**config.mk**
```make
export PLATFORM = sky130hd
export DESIGN_NAME = sound_mixer_flat
export DESIGN_NICKNAME = d
export VERILOG_FILES = /design/src/rtl/sound_mixer_if.sv /design/src/rtl/sound_mixer.sv /design/src/flat_wrapper.sv
export SDC_FILE = /design/constraint.sdc
export NUM_CORES = 1
export LEC_CHECK = 0
export ABC_AREA = 1
export CAP_MARGIN = 0
export CORE_MARGIN = 2
export CORE_UTILIZATION = 50
export CTS_CLUSTER_DIAMETER = 50
export DETAILED_ROUTE_END_ITERATION = 8
export GPL_ROUTABILITY_DRIVEN = 1
export MAX_ROUTING_LAYER = met4
export PLACE_DENSITY = 0.72
export SLEW_MARGIN = 20
export SYNTH_ARGS = -nofsm -noshare
export SYNTH_HDL_FRONTEND = slang
export SYNTH_SLANG_ARGS = --single-unit
```
**constraint.sdc**
```tcl
create_clock -name clk -period 12.7 [get_ports clk]
set_input_delay 2.54 -clock clk [delete_from_list [all_inputs] [get_ports clk]]
set_output_delay 2.54 -clock clk [all_outputs]
set_load 0.02 [all_outputs]
```
**src/rtl/sound_mixer_if.sv**
```systemverilog
// Mixer sample bus: per-channel samples, gains and mutes in; mixed sample out.
// Latency: n/a (wiring only).
// Backpressure: none; the mixer produces one sample per divider period.
interface sound_mixer_if #(
  parameter int CHANNELS = 4
);
  logic [CHANNELS*16-1:0] ch_in;
  logic [CHANNELS*4-1:0]  ch_gain;
  logic [CHANNELS-1:0]    ch_mute;
  logic signed [15:0]     sample_out;
  logic                   sample_valid;
  logic                   clip;

  // Stimulus / upstream side: drives channel data, observes the mix
  modport master (
    output ch_in, ch_gain, ch_mute,
    input  sample_out, sample_valid, clip
  );

  // Mixer side
  modport slave (
    input  ch_in, ch_gain, ch_mute,
    output sample_out, sample_valid, clip
  );
endinterface

```
**src/rtl/sound_mixer.sv**
```systemverilog
// Gain/mute mixer: snapshots CHANNELS samples on a divider strobe, accumulates, saturates to 16 bits.
// Latency: CHANNELS+2 cycles strobe->sample_valid (CHANNELS+3 with SOUND_MIXER_LPF_EN for the one-pole filter).
// Backpressure: none; sample_valid is a one-cycle pulse, sample_out/clip hold until the next pulse.
module sound_mixer #(
  parameter int CHANNELS   = 4,
  parameter int SAMPLE_DIV = 1000
) (
  input  logic         clk,
  input  logic         reset,
  sound_mixer_if.slave bus
);

  localparam int DIV_W = $clog2(SAMPLE_DIV);
  localparam int IDX_W = (CHANNELS > 1) ? $clog2(CHANNELS) : 1;
  localparam logic [DIV_W-1:0] DIV_LAST = DIV_W'(SAMPLE_DIV - 1);
  localparam logic [IDX_W-1:0] IDX_LAST = IDX_W'(CHANNELS - 1);

  // Reject illegal configurations at elaboration time
  generate
    if (CHANNELS < 1 || CHANNELS > 8) begin : g_bad_channels
      $error("sound_mixer: CHANNELS must be within 1..8");
    end
    if (SAMPLE_DIV < CHANNELS + 4) begin : g_bad_div
      $error("sound_mixer: SAMPLE_DIV must be at least CHANNELS+4");
    end
  endgenerate

  typedef enum logic [1:0] {
    IDLE  = 2'd0,
    ACCUM = 2'd1,
    SAT   = 2'd2,
    OUT   = 2'd3
  } state_t;

  state_t state_q, state_d;

  // Divider and registered strobe
  logic [DIV_W-1:0] div_q, div_d;
  logic             strobe_q, strobe_d;

  // Snapshot of the inputs taken on strobe
  logic [CHANNELS*16-1:0] in_q;
  logic [CHANNELS*4-1:0]  gain_q;
  logic [CHANNELS-1:0]    mute_q;

  // Accumulation datapath
  logic [IDX_W-1:0]   idx_q;
  logic signed [23:0] acc_q;
  logic signed [15:0] cur_x;
  logic [3:0]         cur_g;
  logic               cur_m;
  logic signed [20:0] x_ext;
  logic signed [20:0] g_ext;
  logic signed [20:0] prod;
  logic signed [20:0] term;
  logic signed [23:0] term_ext;

  // Saturation result
  logic signed [15:0] sat_val;
  logic               sat_clip;

  // FSM controls
  logic snap_en;
  logic acc_en;
  logic sat_en;
  logic out_en;

  // Output registers
  logic signed [15:0] out_q;
  logic               clip_q;

  // Divider next-state: wraps at SAMPLE_DIV-1; the strobe is registered so the
  // first strobe lands SAMPLE_DIV cycles after the last reset edge
  always_comb begin
    div_d    = (div_q == DIV_LAST) ? '0 : div_q + DIV_W'(1);
    strobe_d = (div_q == DIV_LAST);
  end

  // Divider register
  always_ff @(posedge clk) begin
    if (reset) begin
      div_q    <= '0;
      strobe_q <= 1'b0;
    end else begin
      div_q    <= div_d;
      strobe_q <= strobe_d;
    end
  end

  // FSM state register
  always_ff @(posedge clk) begin
    if (reset) begin
      state_q <= IDLE;
    end else begin
      state_q <= state_d;
    end
  end

  // FSM next state; a strobe outside IDLE is simply not looked at
  always_comb begin
    state_d = state_q;
    case (state_q)
      IDLE:    if (strobe_q) state_d = ACCUM;
      ACCUM:   if (idx_q == IDX_LAST) state_d = SAT;
      SAT:     state_d = OUT;
      OUT:     state_d = IDLE;
      default: state_d = IDLE;
    endcase
  end

  // FSM outputs: one control per stage
  always_comb begin
    snap_en = 1'b0;
    acc_en  = 1'b0;
    sat_en  = 1'b0;
    out_en  = 1'b0;
    case (state_q)
      IDLE:    snap_en = strobe_q;
      ACCUM:   acc_en  = 1'b1;
      SAT:     sat_en  = 1'b1;
      OUT:     out_en  = 1'b1;
      default: ;
    endcase
  end

  // Select the channel being accumulated this cycle from the snapshot
  always_comb begin
    cur_x = '0;
    cur_g = '0;
    cur_m = 1'b0;
    for (int k = 0; k < CHANNELS; k++) begin
      if (idx_q == IDX_W'(k)) begin
        cur_x = in_q[16*k +: 16];
        cur_g = gain_q[4*k +: 4];
        cur_m = mute_q[k];
      end
    end
  end

  // Per-channel term: signed sample times unsigned gain, floor-divided by 8
  always_comb begin
    x_ext    = {{5{cur_x[15]}}, cur_x};
    g_ext    = {17'b0, cur_g};
    prod     = x_ext * g_ext;
    term     = cur_m ? 21'sd0 : (prod >>> 3);
    term_ext = {{3{term[20]}}, term};
  end

  // Clamp the accumulator to the 16-bit signed range
  always_comb begin
    sat_val  = acc_q[15:0];
    sat_clip = 1'b0;
    if (acc_q > 24'sd32767) begin
      sat_val  = 16'sh7fff;
      sat_clip = 1'b1;
    end else if (acc_q < -24'sd32768) begin
      sat_val  = 16'sh8000;
      sat_clip = 1'b1;
    end
  end

  // Snapshot on strobe, then accumulate one channel per ACCUM cycle
  always_ff @(posedge clk) begin
    if (reset) begin
      in_q   <= '0;
      gain_q <= '0;
      mute_q <= '0;
      idx_q  <= '0;
      acc_q  <= '0;
    end else if (snap_en) begin
      in_q   <= bus.ch_in;
      gain_q <= bus.ch_gain;
      mute_q <= bus.ch_mute;
      idx_q  <= '0;
      acc_q  <= '0;
    end else if (acc_en) begin
      idx_q  <= idx_q + IDX_W'(1);
      acc_q  <= acc_q + term_ext;
    end
  end

`ifdef SOUND_MIXER_LPF_EN
  // Filter build: SAT result is staged, OUT applies y += (sat - y) >>> 2
  logic signed [15:0] sat_q;
  logic               sat_clip_q;
  logic               valid_q;
  logic signed [16:0] diff;
  logic signed [16:0] step;
  logic signed [15:0] y_d;

  // Filter step; the step never exceeds 16 bits and y stays between y and sat
  always_comb begin
    diff = {sat_q[15], sat_q} - {out_q[15], out_q};
    step = diff >>> 2;
    y_d  = out_q + step[15:0];
  end

  // Stage saturation in SAT, filter and pulse valid on leaving OUT
  always_ff @(posedge clk) begin
    if (reset) begin
      sat_q      <= '0;
      sat_clip_q <= 1'b0;
      out_q      <= '0;
      clip_q     <= 1'b0;
      valid_q    <= 1'b0;
    end else begin
      valid_q <= out_en;
      if (sat_en) begin
        sat_q      <= sat_val;
        sat_clip_q <= sat_clip;
      end
      if (out_en) begin
        out_q  <= y_d;
        clip_q <= sat_clip_q;
      end
    end
  end

  assign bus.sample_valid = valid_q;
`else
  // Direct build: saturated value lands in the output register entering OUT
  always_ff @(posedge clk) begin
    if (reset) begin
      out_q  <= '0;
      clip_q <= 1'b0;
    end else if (sat_en) begin
      out_q  <= sat_val;
      clip_q <= sat_clip;
    end
  end

  assign bus.sample_valid = out_en;
`endif

  assign bus.sample_out = out_q;
  assign bus.clip       = clip_q;

endmodule

```
**src/flat_wrapper.sv**
```systemverilog
// flat-port wrapper written by rule: the top's interface ports become plain ports
module sound_mixer_flat 
#(
  parameter int CHANNELS   = 4,
  parameter int SAMPLE_DIV = 1000
)
  (clk, reset, bus_ch_in, bus_ch_gain, bus_ch_mute, bus_sample_out, bus_sample_valid, bus_clip);
  sound_mixer_if #(.CHANNELS(CHANNELS)) bus_i ();
  input  logic clk;
  input  logic reset;
  input wire logic [$bits(bus_i.ch_in)-1:0] bus_ch_in;
  input wire logic [$bits(bus_i.ch_gain)-1:0] bus_ch_gain;
  input wire logic [$bits(bus_i.ch_mute)-1:0] bus_ch_mute;
  output wire logic [$bits(bus_i.sample_out)-1:0] bus_sample_out;
  output wire logic [$bits(bus_i.sample_valid)-1:0] bus_sample_valid;
  output wire logic [$bits(bus_i.clip)-1:0] bus_clip;
  assign bus_i.ch_in = bus_ch_in;
  assign bus_i.ch_gain = bus_ch_gain;
  assign bus_i.ch_mute = bus_ch_mute;
  assign bus_sample_out = bus_i.sample_out;
  assign bus_sample_valid = bus_i.sample_valid;
  assign bus_clip = bus_i.clip;
  sound_mixer #(.CHANNELS(CHANNELS), .SAMPLE_DIV(SAMPLE_DIV)) u_core (.clk(clk), .reset(reset), .bus(bus_i));
endmodule
```
==> results of run 1 <==
## sequential cells by signal, indices dropped and copies added (netlist names)
name / count
u_core.acc_q: 24
u_core.bus.clip: 1
u_core.bus.sample_out: 16
u_core.div_q: 10
u_core.gain_q: 16
u_core.idx_q: 2
u_core.in_q: 64
u_core.mute_q: 4
u_core.state_q: 2
u_core.strobe_q: 1
## per-stage QoR
stage | instances | cell area (sq um) | power (uW)
final | 1675 | 11000 | 1380
after global routing | 1675 | 11000 | 1460
after CTS | 1675 | 11000 | 1390
after detailed placement | 1643 | 10500 | 909
after global placement | 1643 | 10500 | 903
after floorplan | 1360 | 9330 | 781
## final timing paths
check / slack [ns] / from / depth (start not counted) / endpoint
max: 5.43 / u_core.idx_q[1] / 39 / u_core.acc_q[22]
min: 0.45 / u_core.in_q[44] / 2 / u_core.in_q[44]
max reg2reg: 5.43 / u_core.idx_q[1] / 39 / u_core.acc_q[22]
min reg2reg: 0.45 / u_core.in_q[44] / 2 / u_core.in_q[44]
## tightest hold or removal path, delay by kind of cell, from the launching register on
family	cells	cell delay [ns]
buf+inv	1	0.05
compound gates	1	0.05
flops	1	0.30
## cells in the mapped netlist (4+ instances only)
library cell | n | area share (%)
xor2_1 | 17 | 1.6
xnor2_1 | 10 | 0.94
inv_1 | 190 | 7.6
nand4_1 | 4 | 0.27
clkbuf_1 | 43 | 1.7
nand2_1 | 182 | 7.3
a22oi_1 | 8 | 0.64
o21ai_1 | 7 | 0.38
fa_1 | 34 | 7.3
o21a_1 | 8 | 0.64
nor2_1 | 257 | 10
or2_2 | 6 | 0.40
inv_2 | 7 | 0.28
buf_2 | 4 | 0.21
nand3_1 | 37 | 2.0
o211ai_1 | 5 | 0.40
nand2_2 | 7 | 0.47
o21ai_0 | 151 | 8.1
a21oi_1 | 130 | 7.0
dfxtp_1 | 140 | 30
nor3_1 | 7 | 0.38
ha_1 | 65 | 8.7
o22ai_1 | 7 | 0.47
buf_1 | 4 | 0.16
## report_power, final
group	internal [uW]	leakage, uW	switching [uW]
Sequential	482	0.00113	34.9
Combinational	142	0.00367	244
Clock	260	0.000273	220
## layout make-up
| type | instances | area share [%] |
|---|---|---|
| Clock inverter | 15 | 1.34 |
| Multi-Input combinational cell | 967 | 50.4 |
| Tap cell | 229 | 2.60 |
| Timing Repair Buffer | 108 | 9.68 |
| Inverter | 199 | 6.78 |
| Sequential cell | 140 | 25.4 |
| Clock buffer | 17 | 3.85 |
## cells by family after synthesis
group | Yosys count
buffers and inverters | 253
AO/OA/AOI/OAI | 330
adder cells (fa/ha/maj) | 99
XOR/XNOR | 27
AND/OR/NAND/NOR | 511
flip-flops | 140
## routing by layer
layer / up-vias / GRT usage (%) / share of wire (%)
li1: 4494 / - / -
met1: 3936 / 31.0 / 48
met2: 184 / 39.6 / 47
met3: 26 / 3.97 / 4.1
met4: 0 / 6.68 / 1.3
met5: - / - / 0
## placed cells by master, fill, tap and decap left out, types with 3 or more instances in the layout
cell type / count
o21ai_1: 7
or2_2: 6
xnor2_1: 10
a21oi_1: 130
fa_1: 34
inv_2: 7
o21ai_0: 151
o21a_1: 8
nand2_1: 181
clkbuf_16: 17
inv_1: 189
inv_6: 4
o211ai_1: 5
a22oi_1: 8
nor2_1: 257
clkdlybuf4s50_1: 103
nand4_1: 4
dfxtp_1: 140
nand3_1: 37
nor3_1: 7
buf_4: 5
o22ai_1: 7
xor2_1: 17
inv_8: 5
ha_1: 65
o21ai_2: 3
clkinvlp_4: 3
nand2_2: 8
nand3_2: 3
==> summary.md, run 1 <==
| Metric | Value |
|---|---|
| Status | `finished clean` |
| Die area | `19800 sq um` |
| Final Util | `60.8%` |
| Fin crit period | `7.27 ns` |
| CP Capture Type | `flop` |
| Unrepaired setup endpoints after global routing | `false` |
| Post-Syn Instances | `1360` |
| Fin crit share | `57.2%` |
| Clock Path Buffers | `2` |
| Synth Area in XOR/XNOR | `2.53%` |
| Postcts setup bufs | `0` |
| Share of layout cells above drive strength 1 | `4.77%` |
| Top FF cell, synth | `dfxtp_1` |
| Synth unique cells | `42` |
| Vias | `8640` |
| Io pins | `104` |
| Required @ worst endpoint | `13.03 ns` |
| PwrDens | `125 nW/um^2` |
| Worst EP arrival | `7.60 ns` |
| Max-cap violations | `0` |
| Core Rows | `49` |
| P&R area growth vs syn | `18.3%` |
| Via density | `5.16` |
| Simple-gate area share of the yosys netlist | `22.2%` |
| Worst Path Max Fanout | `23` |
| Post_cts resized | `0` |
| HP Class | `flop to flop` |
| Sequential fraction of the synthesis area | `30.0%` |
| Clk_lat worst skew | `0.44 ns` |
| DR WL/cell | `13.4 microns` |
| DRC Markers | `0` |
| Port Buffers | `103` |
| ANT nets after route | `0` |
| Core area | `18100 sq um` |
| Slew headroom | `34.5%` |
| Final worst clock skew | `0.00983 ns` |
| Die extent in x | `141 microns` |
| Detail Placement HPWL | `17100 microns` |
| CTS clk-pin slew, worst paths | `0.07 ns` |
| GPL Wtd Cong | `0.904` |
| Netlist Area Pre-Place | `9330 sq um` |
| Hold Violations, Final | `0` |
| Worst Max-Slew Pin Slew | `0.982 ns` |
| Peak VDD IR | `0.0942 mV` |
| Yosys warnings | `0` |
| Hold_ws | `0.451 ns` |
| Worst Slack Setup Final | `5.43 ns` |
| TritonRoute pass-1 iters | `7` |
| DR iter-0 viols | `462` |
| Max-slew violations | `0` |
| Compound-cell area share of the yosys netlist | `18.8%` |
| Fillers | `1703` |
| Multi-input gate area | `5560 sq um` |
| Setup TNS | `0 ns` |
| Adder-Cell Fraction of Synth Area | `16.0%` |
| Async SR Flop Fraction | `0%` |
| First-pass GRT wire length | `37900 microns` |
| Leakage | `0.00507 uW` |
| Flip-flop and latch area | `2800 sq um` |
| CTS Hold Bufs | `0` |
| Achievable frequency | `138 MHz` |
| Crit-path most repeated cell | `nand2_1` |
| Gr ovfl total | `0` |
| Setup slack after placement | `5.48 ns` |
| Total CTS buffers | `17` |
| Largest family of logic cells by synthesized area | `simple AND/OR/NAND/NOR gates` |
| All-layer global routing usage | `24.1%` |
| Clock root buffer | `clkbuf_16` |
| H-tree depth | `4` |
| Mean Syn Cell Area | `6.86 sq um` |
| CP Launch Type | `flop` |
| CP Buf/Inv Count | `9` |
| Critical Path Max Stage Delay | `0.68 ns` |
| Largest net degree at the start of global routing | `100` |
| Die Ht | `141 microns` |
| Final setup vio count | `0` |
| Total Nets Final | `1618` |
| CTS tree | `yes` |
| Mapped Nets | `1545` |
| CTS Sinks | `140` |
| Setup Crit Path Kind | `flop to flop` |
| Yosys reg bits | `140` |
| Total wire length | `22400 microns` |
| CP max-delay cell | `ha_1` |
| Crit path max-delay family | `adder cells` |
| Number of synthesized flops with an enable pin | `0` |
| Initial antenna violation count | `0` |
| Mux contribution to synthesized area | `0%` |
| Vias in the first global route | `8177` |
| Effective utilization at floorplan | `51.4%` |
| # diodes | `0` |
Note: power is estimated with default switching activity, not from simulation.
==> run 2, diff against run 1 <==
Clock period 12.7 ns to 7.3 ns, I/O delays scaled along.
==> summary.md, run 2 (synthesized netlist as in run 1, its figures left out) <==
| Metric | Value |
|---|---|
| Via density | `5.17 (+0.20%)` |
| Core area | `18100 sq um (unchanged)` |
| Slew headroom | `38.4% (+3.9 points)` |
| Final Power | `2360 uW (+70%)` |
| Hold Violations, Final | `0 (unchanged)` |
| Total Nets Final | `1623 (+0.31%)` |
| R2R cell count | `35 (-10%)` |
| Die area | `19800 sq um (unchanged)` |
| CP Capture Type | `flop` |
| DRC Markers | `0 (unchanged)` |
| DR iter-0 viols | `460 (-0.43%)` |
| CTS Hold Bufs | `0 (unchanged)` |
| CP max-delay cell | `fa_1` |
| Worst EP arrival | `7.08 ns (-0.52 ns)` |
| Max reg flops | `64 (unchanged)` |
| Peak VDD IR | `0.142 mV (+50%)` |
| R2R Path End | `u_core.acc_q[23]` |
| GPL Wtd Cong | `0.904 (about the same)` |
| Share of layout cells above drive strength 1 | `5.45% (+0.68 points)` |
| Detail Placement HPWL | `17200 microns (+0.68%)` |
| Max-slew violations | `0 (unchanged)` |
| Max-cap violations | `0 (unchanged)` |
| CTS clk-pin slew, worst paths | `0.06 ns (about the same)` |
| Worst hold path depth | `2 (unchanged)` |
| DP Area | `10500 sq um (+0.29%)` |
| Critical Path Max Stage Delay | `0.55 ns (-0.13 ns)` |
| PwrDens | `213 nW/um^2 (+70%)` |
| Die extent in x | `141 microns (unchanged)` |
| Min-delay src | `u_core.in_q[44]` |
| Hold EP | `u_core.in_q[44]` |
| Clock root buffer | `clkbuf_16` |
| First-pass GRT wire length | `38100 microns (+0.60%)` |
| Worst Path Max Fanout | `19 (-17%)` |
| Commonest non-fill, non-tap cell in the layout | `nor2_1` |
| Reg2Reg Setup Slack | `0.55 ns (-4.89 ns)` |
| Most frequent cells in the layout | `nor2_1, inv_1, nand2_1, o21ai_0, dfxtp_1` |
| Die Ht | `141 microns (unchanged)` |
| Total wire length | `22500 microns (+0.27%)` |
| Final worst clock skew | `0.0111 ns (+0.00131 ns)` |
| All-layer global routing usage | `24.1% (-0.065 points)` |
| Top reg by flops | `u_core.in_q` |
| HP Class | `flop to flop` |
| Regs by FF count | `u_core.in_q x64, u_core.acc_q x24` |
| Core Rows | `49 (unchanged)` |
| Gr ovfl total | `0 (unchanged)` |
| CTS tree | `yes` |
| Status | `finished clean` |
| Worst Max-Slew Pin Slew | `0.922 ns (-0.0596 ns)` |
| Leakage | `0.00507 uW (about the same)` |
| Fin crit period | `6.75 ns (-0.514 ns)` |
| Required @ worst endpoint | `7.63 ns (-5.40 ns)` |
| # diodes | `0 (unchanged)` |
| Setup TNS | `0 ns (unchanged)` |
| Achievable frequency | `148 MHz (+7.6%)` |
| Setup Crit Path Kind | `flop to flop` |
| H-tree depth | `4 (unchanged)` |
| CP Launch Type | `flop` |
| Effective utilization at floorplan | `51.4% (unchanged)` |
| Unrepaired setup endpoints after global routing | `false` |
| P&R area growth vs syn | `18.6%` |
| DR WL/cell | `13.4 microns (about the same)` |
| Initial antenna violation count | `0 (unchanged)` |
| TritonRoute pass-1 iters | `5 (-2)` |
| Port Buffers | `103 (unchanged)` |
| Io pins | `104 (unchanged)` |
| Largest net degree at the start of global routing | `100 (unchanged)` |
| CTS Sinks | `140 (unchanged)` |
| Vias in the first global route | `8313 (+1.7%)` |
| Total CTS buffers | `17 (unchanged)` |
| Clk_lat worst skew | `0.43 ns (about the same)` |
| Final instance area | `11100 sq um (+0.23%)` |
| Worst r2r src | `u_core.idx_q[1]` |
| Fin crit share | `92.5% (+35 points)` |
| Clock Path Buffers | `2 (unchanged)` |
| Final setup vio count | `0 (unchanged)` |
| Vias | `8678 (+0.44%)` |
| ANT nets after route | `0 (unchanged)` |
run 2: cell types whose count changed in the layout (fill, tap and decap cells not counted), sizes merged:
cell / delta
inv: -6
buf: +5
clkbuf: +2
clkinv: +2
clkinvlp: +1
run 2: worst max path at each step:
stage | startpoint | to | slack, ns
after global routing | u_core.idx_q[1] | u_core.acc_q[23] | 0.01
after floorplan | u_core.idx_q[0] | u_core.acc_q[20] | 0.92
after detailed placement | u_core.idx_q[0] | u_core.acc_q[23] | 0.42
after CTS | u_core.idx_q[0] | u_core.acc_q[23] | 0.39
final | u_core.idx_q[1] | u_core.acc_q[23] | 0.55
after global placement | u_core.idx_q[0] | u_core.acc_q[23] | 0.58
run 2: critical path, delay by kind of cell (launching register included):
kind            cells  cell delay (ns)
flops               1             0.42
buf+inv             6             0.74
fa+ha+maj           6             2.31
simple gates       14             1.37
compound gates      9             1.78
run 2: what timing repair did:
action                                  in CTS  in global routing
gates resized for setup                      0                 10
setup buffers                                0                  1
endpoints found under the setup margin       0                  5
run 2: cell type report:
cell class,instances,area [sq um]
multi-input cells,967,5580
repair buffers,113,1110
flip-flops and latches,140,2800
clock inverters,12,88.8
fillers,1719,7080
inverters,199,749
clock buffers,19,443
well taps,229,287
run 2: per-layer routing:
metal / vias to the layer above / GRT usage [%] / part of all wire [%] / wire (microns)
li1: 4502 / - / - / -
met1: 3949 / 30.9 / 48 / 10700
met2: 197 / 39.0 / 46 / 10300
met3: 30 / 4.14 / 4.9 / 1090
met4: 0 / 7.37 / 1.8 / 395
met5: - / - / 0 / 0
run 2: per-stage QoR:
step           utilization (%)  setup WS (ns)  hold slack [ns]  instances
2_1_floorplan                -          0.922            0.418       1360
3_3_place_gp              57.8          0.583            0.434       1647
3_5_place_dp              57.8          0.416            0.441       1647
4_1_cts                   60.8          0.394            0.449       1678
5_1_grt                   61.0         0.0126            0.464       1679
6_report                  61.0          0.547            0.451       1679
run 2: power by group:
| group | switching [uW] | internal, uW | leakage [uW] |
|---|---|---|---|
| sequential | 60.9 | 839 | 0.00113 |
| clock | 344 | 443 | 0.000252 |
| combinational | 419 | 252 | 0.00369 |
